$ cat src/rtl/axis_ring_addr_gen.sv
// Stream-to-ring address generator: registers each beat with its slot address.
// Ports: s_axis in, m_axis+m_addr out, cfg_* ring setup, counters. Option AXIS_RING_STATS_EN.
module axis_ring_addr_gen #(
  parameter int DATA_WIDTH = 512,
  parameter int KEEP_WIDTH = DATA_WIDTH / 8,
  parameter int ADDR_WIDTH = 34,
  parameter int OFFS_WIDTH = 24,
  parameter int CNT_WIDTH  = 32
) (
  input  logic                  clk,
  input  logic                  rst_n,
  input  logic [ADDR_WIDTH-1:0] cfg_ring_base,
  input  logic [OFFS_WIDTH-1:0] cfg_ring_size,
  input  logic                  cfg_enable,
  input  logic [OFFS_WIDTH-1:0] cfg_rd_offs,
  input  logic [DATA_WIDTH-1:0] s_axis_tdata,
  input  logic [KEEP_WIDTH-1:0] s_axis_tkeep,
  input  logic                  s_axis_tlast,
  input  logic                  s_axis_tvalid,
  output logic                  s_axis_tready,
  output logic [DATA_WIDTH-1:0] m_axis_tdata,
  output logic [KEEP_WIDTH-1:0] m_axis_tkeep,
  output logic                  m_axis_tlast,
  output logic                  m_axis_tvalid,
  input  logic                  m_axis_tready,
  output logic [ADDR_WIDTH-1:0] m_addr,
  output logic                  m_addr_valid,
  output logic [OFFS_WIDTH-1:0] wr_offs,
  output logic [CNT_WIDTH-1:0]  frame_count,
  output logic [CNT_WIDTH-1:0]  drop_count,
  output logic [CNT_WIDTH-1:0]  stall_count
);

  typedef enum logic [1:0] {
    IDLE = 2'd0,
    PASS = 2'd1,
    DROP = 2'd2
  } state_t;

  localparam logic [OFFS_WIDTH:0] SLOT =
    (OFFS_WIDTH+1)'(KEEP_WIDTH);

  state_t state, state_nxt;

  logic [OFFS_WIDTH-1:0] cur_offs;
  logic [OFFS_WIDTH-1:0] offs_nxt;
  logic [OFFS_WIDTH:0]   size_x;
  logic [OFFS_WIDTH:0]   diff;
  logic [OFFS_WIDTH:0]   occ;
  logic [OFFS_WIDTH:0]   inc;
  logic                  full;
  logic                  load_ok;
  logic                  in_hs;
  logic                  pass_hs;
  logic                  drop_hs;

  assign size_x = {1'b0, cfg_ring_size};
  assign diff   = {1'b0, cur_offs} - {1'b0, cfg_rd_offs};
  // Read pointer ahead of write pointer means we wrapped.
  assign occ    = (cur_offs < cfg_rd_offs) ? diff + size_x : diff;
  // One slot stays empty so full and empty differ.
  assign full   = (occ + SLOT) >= size_x;
  assign inc    = {1'b0, cur_offs} + SLOT;
  assign offs_nxt = (inc == size_x) ? '0 : inc[OFFS_WIDTH-1:0];

  assign load_ok = !m_axis_tvalid || m_axis_tready;
  assign in_hs   = s_axis_tvalid && s_axis_tready;
  assign pass_hs = in_hs && (state == PASS);
  assign drop_hs = in_hs && (state == DROP);

  assign m_addr_valid = m_axis_tvalid;

  always_ff @(posedge clk or negedge rst_n) begin
    if (!rst_n) state <= IDLE;
    else        state <= state_nxt;
  end

  always_comb begin
    state_nxt = state;
    unique case (state)
      IDLE: begin
        if (s_axis_tvalid)
          state_nxt = cfg_enable ? PASS : DROP;
      end
      PASS: if (pass_hs && s_axis_tlast) state_nxt = IDLE;
      DROP: if (drop_hs && s_axis_tlast) state_nxt = IDLE;
      default: state_nxt = IDLE;
    endcase
  end

  always_comb begin
    s_axis_tready = 1'b0;
    unique case (state)
      PASS:    s_axis_tready = !full && load_ok;
      DROP:    s_axis_tready = 1'b1;
      default: s_axis_tready = 1'b0;
    endcase
  end

  always_ff @(posedge clk or negedge rst_n) begin
    if (!rst_n) begin
      m_axis_tvalid <= 1'b0;
      m_axis_tdata  <= '0;
      m_axis_tkeep  <= '0;
      m_axis_tlast  <= 1'b0;
      m_addr        <= '0;
    end else begin
      if (load_ok) m_axis_tvalid <= pass_hs;
      if (pass_hs) begin
        m_axis_tdata <= s_axis_tdata;
        m_axis_tkeep <= s_axis_tkeep;
        m_axis_tlast <= s_axis_tlast;
        m_addr <= cfg_ring_base + ADDR_WIDTH'(cur_offs);
      end
    end
  end

  always_ff @(posedge clk or negedge rst_n) begin
    if (!rst_n) begin
      cur_offs    <= '0;
      wr_offs     <= '0;
      frame_count <= '0;
    end else if (pass_hs) begin
      cur_offs <= offs_nxt;
      if (s_axis_tlast) begin
        wr_offs <= offs_nxt;
        if (frame_count != '1)
          frame_count <= frame_count + CNT_WIDTH'(1);
      end
    end
  end

`ifdef AXIS_RING_STATS_EN
  always_ff @(posedge clk or negedge rst_n) begin
    if (!rst_n) begin
      drop_count  <= '0;
      stall_count <= '0;
    end else begin
      if (drop_hs && s_axis_tlast && drop_count != '1)
        drop_count <= drop_count + CNT_WIDTH'(1);
      if (state == PASS && s_axis_tvalid && full &&
          stall_count != '1)
        stall_count <= stall_count + CNT_WIDTH'(1);
    end
  end
`else
  assign drop_count  = '0;
  assign stall_count = '0;
`endif

endmodule

$ cat config.mk
export PLATFORM = sky130hd
export DESIGN_NAME = axis_ring_addr_gen
export DESIGN_NICKNAME = d
export VERILOG_FILES = /design/src/rtl/axis_ring_addr_gen.sv
export SDC_FILE = /design/constraint.sdc
export NUM_CORES = 1
export LEC_CHECK = 0
export BUFFER_PORTS_ARGS = -buffer_cell sky130_fd_sc_hd__buf_2
export CAP_MARGIN = 0
export CORE_AREA = 4 4 549 551
export DETAILED_ROUTE_END_ITERATION = 6
export DIE_AREA = 0 0 553 555
export PLACE_DENSITY = 0.33
export RECOVER_POWER = 50
export SLEW_MARGIN = 30
export SYNTH_ARGS = -nofsm -noshare
export SYNTH_HDL_FRONTEND = slang
export SYNTH_SLANG_ARGS = --single-unit
$ cat constraint.sdc
create_clock -name clk -period 9.5 [get_ports clk]
set_input_delay 1.425 -clock clk [delete_from_list [all_inputs] [get_ports clk]]
set_output_delay 1.425 -clock clk [all_outputs]
set_load 0.005 [all_outputs]
### Yosys cells after proc, flatten, opt, wreduce, memory -nomap -nowiden

Cells that the tools add are included.

| storage, ports and cells | value |
|---|---|
| flip-flop bits (word level) | 694 |
| latch bits | 0 |
| RAM bits | 0 |
| bits in read-only memories | 0 |
| input port bits | 664 |
| output and inout bits | 734 |
| word-level logic and storage cells | 45 |
| memories | 0 |

| operators by class | value |
|---|---|
| add/sub/neg operators | 6 |
| multiply operators | 0 |
| divide/modulo/power cells | 0 |
| magnitude comparators | 2 |
| equal/unequal tests | 7 |
| shift-type cells | 0 |
| muxes and demuxes | 8 |
| bitwise operators | 0 |
| reduce and logical (&&, ||, !) cells | 13 |

Operators by type and width:

| cell | count |
|---|---|
| $add 34x24->34 | 1 |
| $add 32x1->32 const B | 1 |
| $ne 32x32->1 const B | 1 |
| $add 24x7->25 const B | 1 |
| $add 25x24->25 | 1 |
| $add 25x7->25 const B | 1 |
| $eq 25x24->1 | 1 |
| $ge 25x24->1 | 1 |
| $mux 25 | 1 |
| $sub 24x24->25 | 1 |
| $lt 24x24->1 | 1 |
| $mux 24 | 1 |
| $mux 2 | 4 |
| $logic_and 1x1->1 | 6 |
| $pmux 2 s3 | 1 |
| $reduce_and 3->1 | 2 |
| $ne 2x1->1 const B | 2 |
| $eq 2x1->1 const B | 1 |
| $eq 2x2->1 const B | 1 |
| $logic_not 1->1 | 2 |
| $logic_not 2->1 | 1 |
| $ne 2x2->1 const B | 1 |
| $pmux 1 s2 | 1 |
| $reduce_and 2->1 | 1 |
| $logic_or 1x1->1 | 1 |

### Logic depth before layout (Yosys ltp)

| depth | value |
|---|---|
| depth after elaboration | 13 |
| depth in mapped cells | 36 |
| mapped depth without buffers | 32 |

### Least setup slack after synthesis

Ideal clock, no wire load.

| path | value |
|---|---|
| path kind | in2out |
| start | input port cfg_rd_offs[0] |
| end | output port s_axis_tready |
| data arrival time | 6.623 ns |
| data required time | 8.075 ns |
| setup slack | 1.452 ns |
| stages on the path | 29 |
| buffers on the path | 1 |
| cell sequence | ha_1 inv_1 fa_1 a211oi_1 o211ai_2 and3_1 o211ai_2 ha_1 buf_2 and2_1 a2111o_1 a21oi_1 a21oi_1 xnor2_1 nor3_1 a21oi_1 nor3_1 nand3_1 or2_2 nor2_1 xor2_1 ha_1 nand4_1 nor3_1 o41ai_1 a21oi_1 nor2_1 nand2_1 nand2_1 |

| between the ends | value |
|---|---|
| longest elaborated chain between the ends | 8 |
| elaborated cells between the ends (all ways) | 9 |
| those cells by class | add/sub (3); order compare (2); mux (2); reduce/logical (2) |

RTL lines:

| element | RTL line | source |
|---|---|---|
| from (decl) | 15 | `input logic [OFFS_WIDTH-1:0] cfg_rd_offs,` |
| $sub 24x24->25 | 58 | `assign diff = {1'b0, cur_offs} - {1'b0, cfg_rd_offs};` |
| $add 25x24->25 | 60 | `assign occ = (cur_offs < cfg_rd_offs) ? diff + size_x : diff;` |
| $mux 25 * | 60 |  |
| $add 25x7->25 * | 62 | `assign full = (occ + SLOT) >= size_x;` |
| $ge 25x24->1 * | 62 |  |
| $logic_not 1->1 * | 94 | `PASS: s_axis_tready = !full && load_ok;` |
| $logic_and 1x1->1 * | 94 |  |
| $pmux 1 s2 * | 93 | `unique case (state)` |
| to (decl) | 20 | `output logic s_axis_tready,` |

Every way passes the cells marked *; elsewhere a longest branch is shown, timed or not.

### Final worst setup path

| path | value |
|---|---|
| start | input port cfg_rd_offs[1] |
| end | output port s_axis_tready |

The elaborated chain is that of the path after synthesis.

==> key figures <==
Clock tree
  – Clk root buf: clkbuf_16
  – CTS Buf Count: 103
  – Clk buf depth: 4
  – CTS clk-pin slew, worst paths: around 0.06 ns
  – Clock sink count: between 600 and 700
  – CTS Hold Bufs: 0
  – Clk Latency, worst-skew pair: 0.87 ns
  – H-tree depth: 3
  – CTS tree: done

Die
  – Core area: 296000 sq um
  – Die Y: approximately 560 um
  – Die X: approximately 550 um
  – Ports: about 1400
  – Initial Util: 0.112
  – Die ar.: slightly above 300000 sq um
  – Num rows: 200

Timing
  – Layout Skew: roughly 0.13 ns
  – WHS: roughly 0.48 ns
  – Crit path time final: roughly 9.1 ns
  – Final Slew Violations: between 400 and 500
  – Fmax: 110 MHz
  – Max transition margin: -2.47
  – Final Setup Violations: 0
  – Slew of the pin with the lowest slew margin: 5.21 ns
  – Final period util: 0.953
  – Final hold viol count: 0

Drt
  – Drt initial violations: ~1600
  – Via count: 27600
  – Antenna viol nets, final: 0
  – Vias/cell: about 3.4
  – DRC: 0
  – WL per Instance: 25.5 um
  – DR WL met2: 96700 um
  – Uppermost layer routed: met5
  – Routed WL: ~210000 um
  – Drt first pass iters: 5
  – Metal-1 WL: a little over 80000 um
  – Metal3 WL: 21700 um

Worst setup path
  – Critical path class: input port to output port
  – Startpoint type of the worst setup path: input port
  – CP required: between 8 and 9 ns
  – Crit path capture type: output port
  – Worst-path maximum fanout: 4
  – Max incr delay on CP: just under 0.5 ns
  – WP buf/inv: 6
  – WP data arrival: 7.63 ns
  – Crit-path leading delay family: compound AO/OA/AOI/OAI gates
  – Slowest CP cell: fa_1

Synth
  – Post-synthesis sequential area ratio: 0.525
  – Avg Inst Size Synth: between 10 and 15 sq um
  – Synthesized flop and latch total: a little under 700
  – Synth Warn #: 0
  – Number of enable flip-flop cells after synthesis: 0
  – Cells after Synth: about 2600
  – Post-synthesis async set-or-reset flop share: 1.00
  – Netlist Area Pre-Place: ~33000 sq um
  – Number of distinct library cells after synthesis: 81
  – Primary FF master, synth: dfrtp_1

GRT
  – Vias in the first global route: roughly 28000
  – GRT Residual Overflow: 0
  – Largest net degree at the start of global routing: between 100 and 150
  – First-pass GRT wire length: roughly 270000 um
  – Number of antenna violations at the first check in global routing: 197
  – All-Layer GR Usage: 0.130

Min path
  – Min-Delay Path Class: flip-flop to flip-flop

Final layout
  – Final Util: 0.163
  – Fin area: 48400 sq um
  – Nets: just under 5000
  – Cell Count, Final, Fillers Out: a little over 8000
  – Share of cells above drive strength 1: 0.422
  – Fillers: between 30000 and 40000
  – Area added between synthesis and finish: 46.3%

Power
  – Sw frac: 0.362
  – Clock network power share: 0.301
  – VDD IR max: between 0.15 and 0.2 mV
  – Cell Int Power: slightly above 8000 uW
  – Sequential power share: 0.376
  – P_leak: between 0.02 and 0.025 uW
  – Switching power: around 4700 uW
  – Power Total: 12900 uW
  – Combinational power share: 0.324
  – Pwr per Cell Area: around 270 nW/um^2

Outcome
  – Failing checks: capacitance limit, slew limit
  – Outcome: finished, violations left

Placement
  – Post-DP HPWL: between 150000 and 200000 um
  – # placed instances: approximately 7900
  – Placed Area: around 45000 sq um
  – GP Congestion: between 0.9 and 1
  – PortBufs: 1333

Run
  – Max-cap viol count: 7
-- sequential cells by signal (all words and copies together), names as in the netlist --
signal / flops
cur_offs: 24
frame_count: 32
m_addr: 34
m_addr_valid: 1
m_axis_tdata: 512
m_axis_tkeep: 64
m_axis_tlast: 1
state: 2
wr_offs: 24
-- cell type report --
type | instances | area (sq um) | share of cell area
repair buffers | 1499 | 7860 | 0.163
clock inverters | 35 | 414 | 0.00856
flip-flops and latches | 694 | 17400 | 0.359
diodes | 48 | 120 | 0.00248
well taps | 3939 | 4930 | 0.102
inverters | 92 | 345 | 0.00714
multi-input cells | 1706 | 14400 | 0.298
clock buffers | 147 | 2900 | 0.0600
-- cells by family (layout without fill, tap and decap cells) --
kind of cell / Yosys count / count (layout) / share of synthesized area
fa+ha+maj: 108 / 108 / 0.0415
buf+inv: 261 / 1773 / 0.0488
compound gates: 331 / 331 / 0.0661
mux: 618 / 618 / 0.210
xor+xnor: 150 / 150 / 0.0397
other cells: 1 / 112 / 0.000113
flops: 694 / 694 / 0.525
simple gates: 435 / 435 / 0.0685
-- worst paths after layout --
path	end	slack, ns	startpoint	depth (start not counted)
max	s_axis_tready	0.45	cfg_rd_offs[1]	33
min	m_axis_tdata[251]	0.48	m_axis_tdata[251]	1
max reg2reg	m_axis_tdata[462]	1.51	cur_offs[0]	36
min reg2reg	m_axis_tdata[251]	0.48	m_axis_tdata[251]	1
max in group asynchronous	m_axis_tkeep[5]	1.43	rst_n	3
min in group asynchronous	m_axis_tdata[199]	2.49	rst_n	1
-- metal layers --
metal	track usage	vias up
li1	-	12200
met1	0.153	13500
met2	0.215	1378
met3	0.0546	411
met4	0.0394	48
met5	0	-
-- layout by cell type, fill, tap and decap left out, drive strengths merged, types with 13 or more instances in the layout --
cell type,count
buf,1149
dfrtp,694
mux2,610
clkbuf,497
a21oi,106
ha,105
xnor2,103
inv,98
nor2,92
nand2,85
conb,64
nand3,56
a21o,55
and3,54
o21ai,49
diode,48
xor2,47
nand4,40
nor3,24
clkinv,21
nor2b,18
and2,16
a31oi,16
nand2b,14
o211ai,13
-- power by group through the flow --
stage	Combinational (uW)	Sequential [uW]	Clock (uW)
2_1_floorplan	1530	4780	0
3_3_place_gp	4470	4840	0
3_5_place_dp	4470	4850	0
4_1_cts	4490	4820	4060
5_1_grt	4580	4990	4160
6_report	4160	4830	3870
-- cells in the mapped netlist (55+ instances only) --
cell	count	area (sq um)
a21o_1	55	413
a21oi_1	105	526
buf_4	103	773
dfrtp_1	694	17400
ha_1	105	1310
inv_1	92	345
mux2_1	200	2250
mux2_2	410	4620
nand2_1	84	315
nor2_1	92	345
xnor2_1	103	902
-- worst register-to-register path: cells and delay by family (launching register included) --
kind | cells | cell delay (ns)
AOI/OAI and AO/OA | 10 | 1.93
and+or+nand+nor | 9 | 1.87
adders and majority gates | 5 | 1.46
buffers and inverters | 7 | 1.11
xor gates and xnor gates | 3 | 0.55
muxes | 2 | 0.54
DFF | 1 | 0.48
-- what timing repair did --
item,CTS,global route
resized for setup,0,20
endpoints found under the setup margin,0,1
setup buffers,0,0
-- stage by stage --
step	TNS [ns]	setup WS [ns]
after floorplan	0	1.45
after global placement	-0.0977	-0.0245
after detailed placement	0	0.0562
after CTS	0	0.0652
after global routing	-0.00445	-0.00445
final	0	0.445
Power figures use the tool's default switching activity.
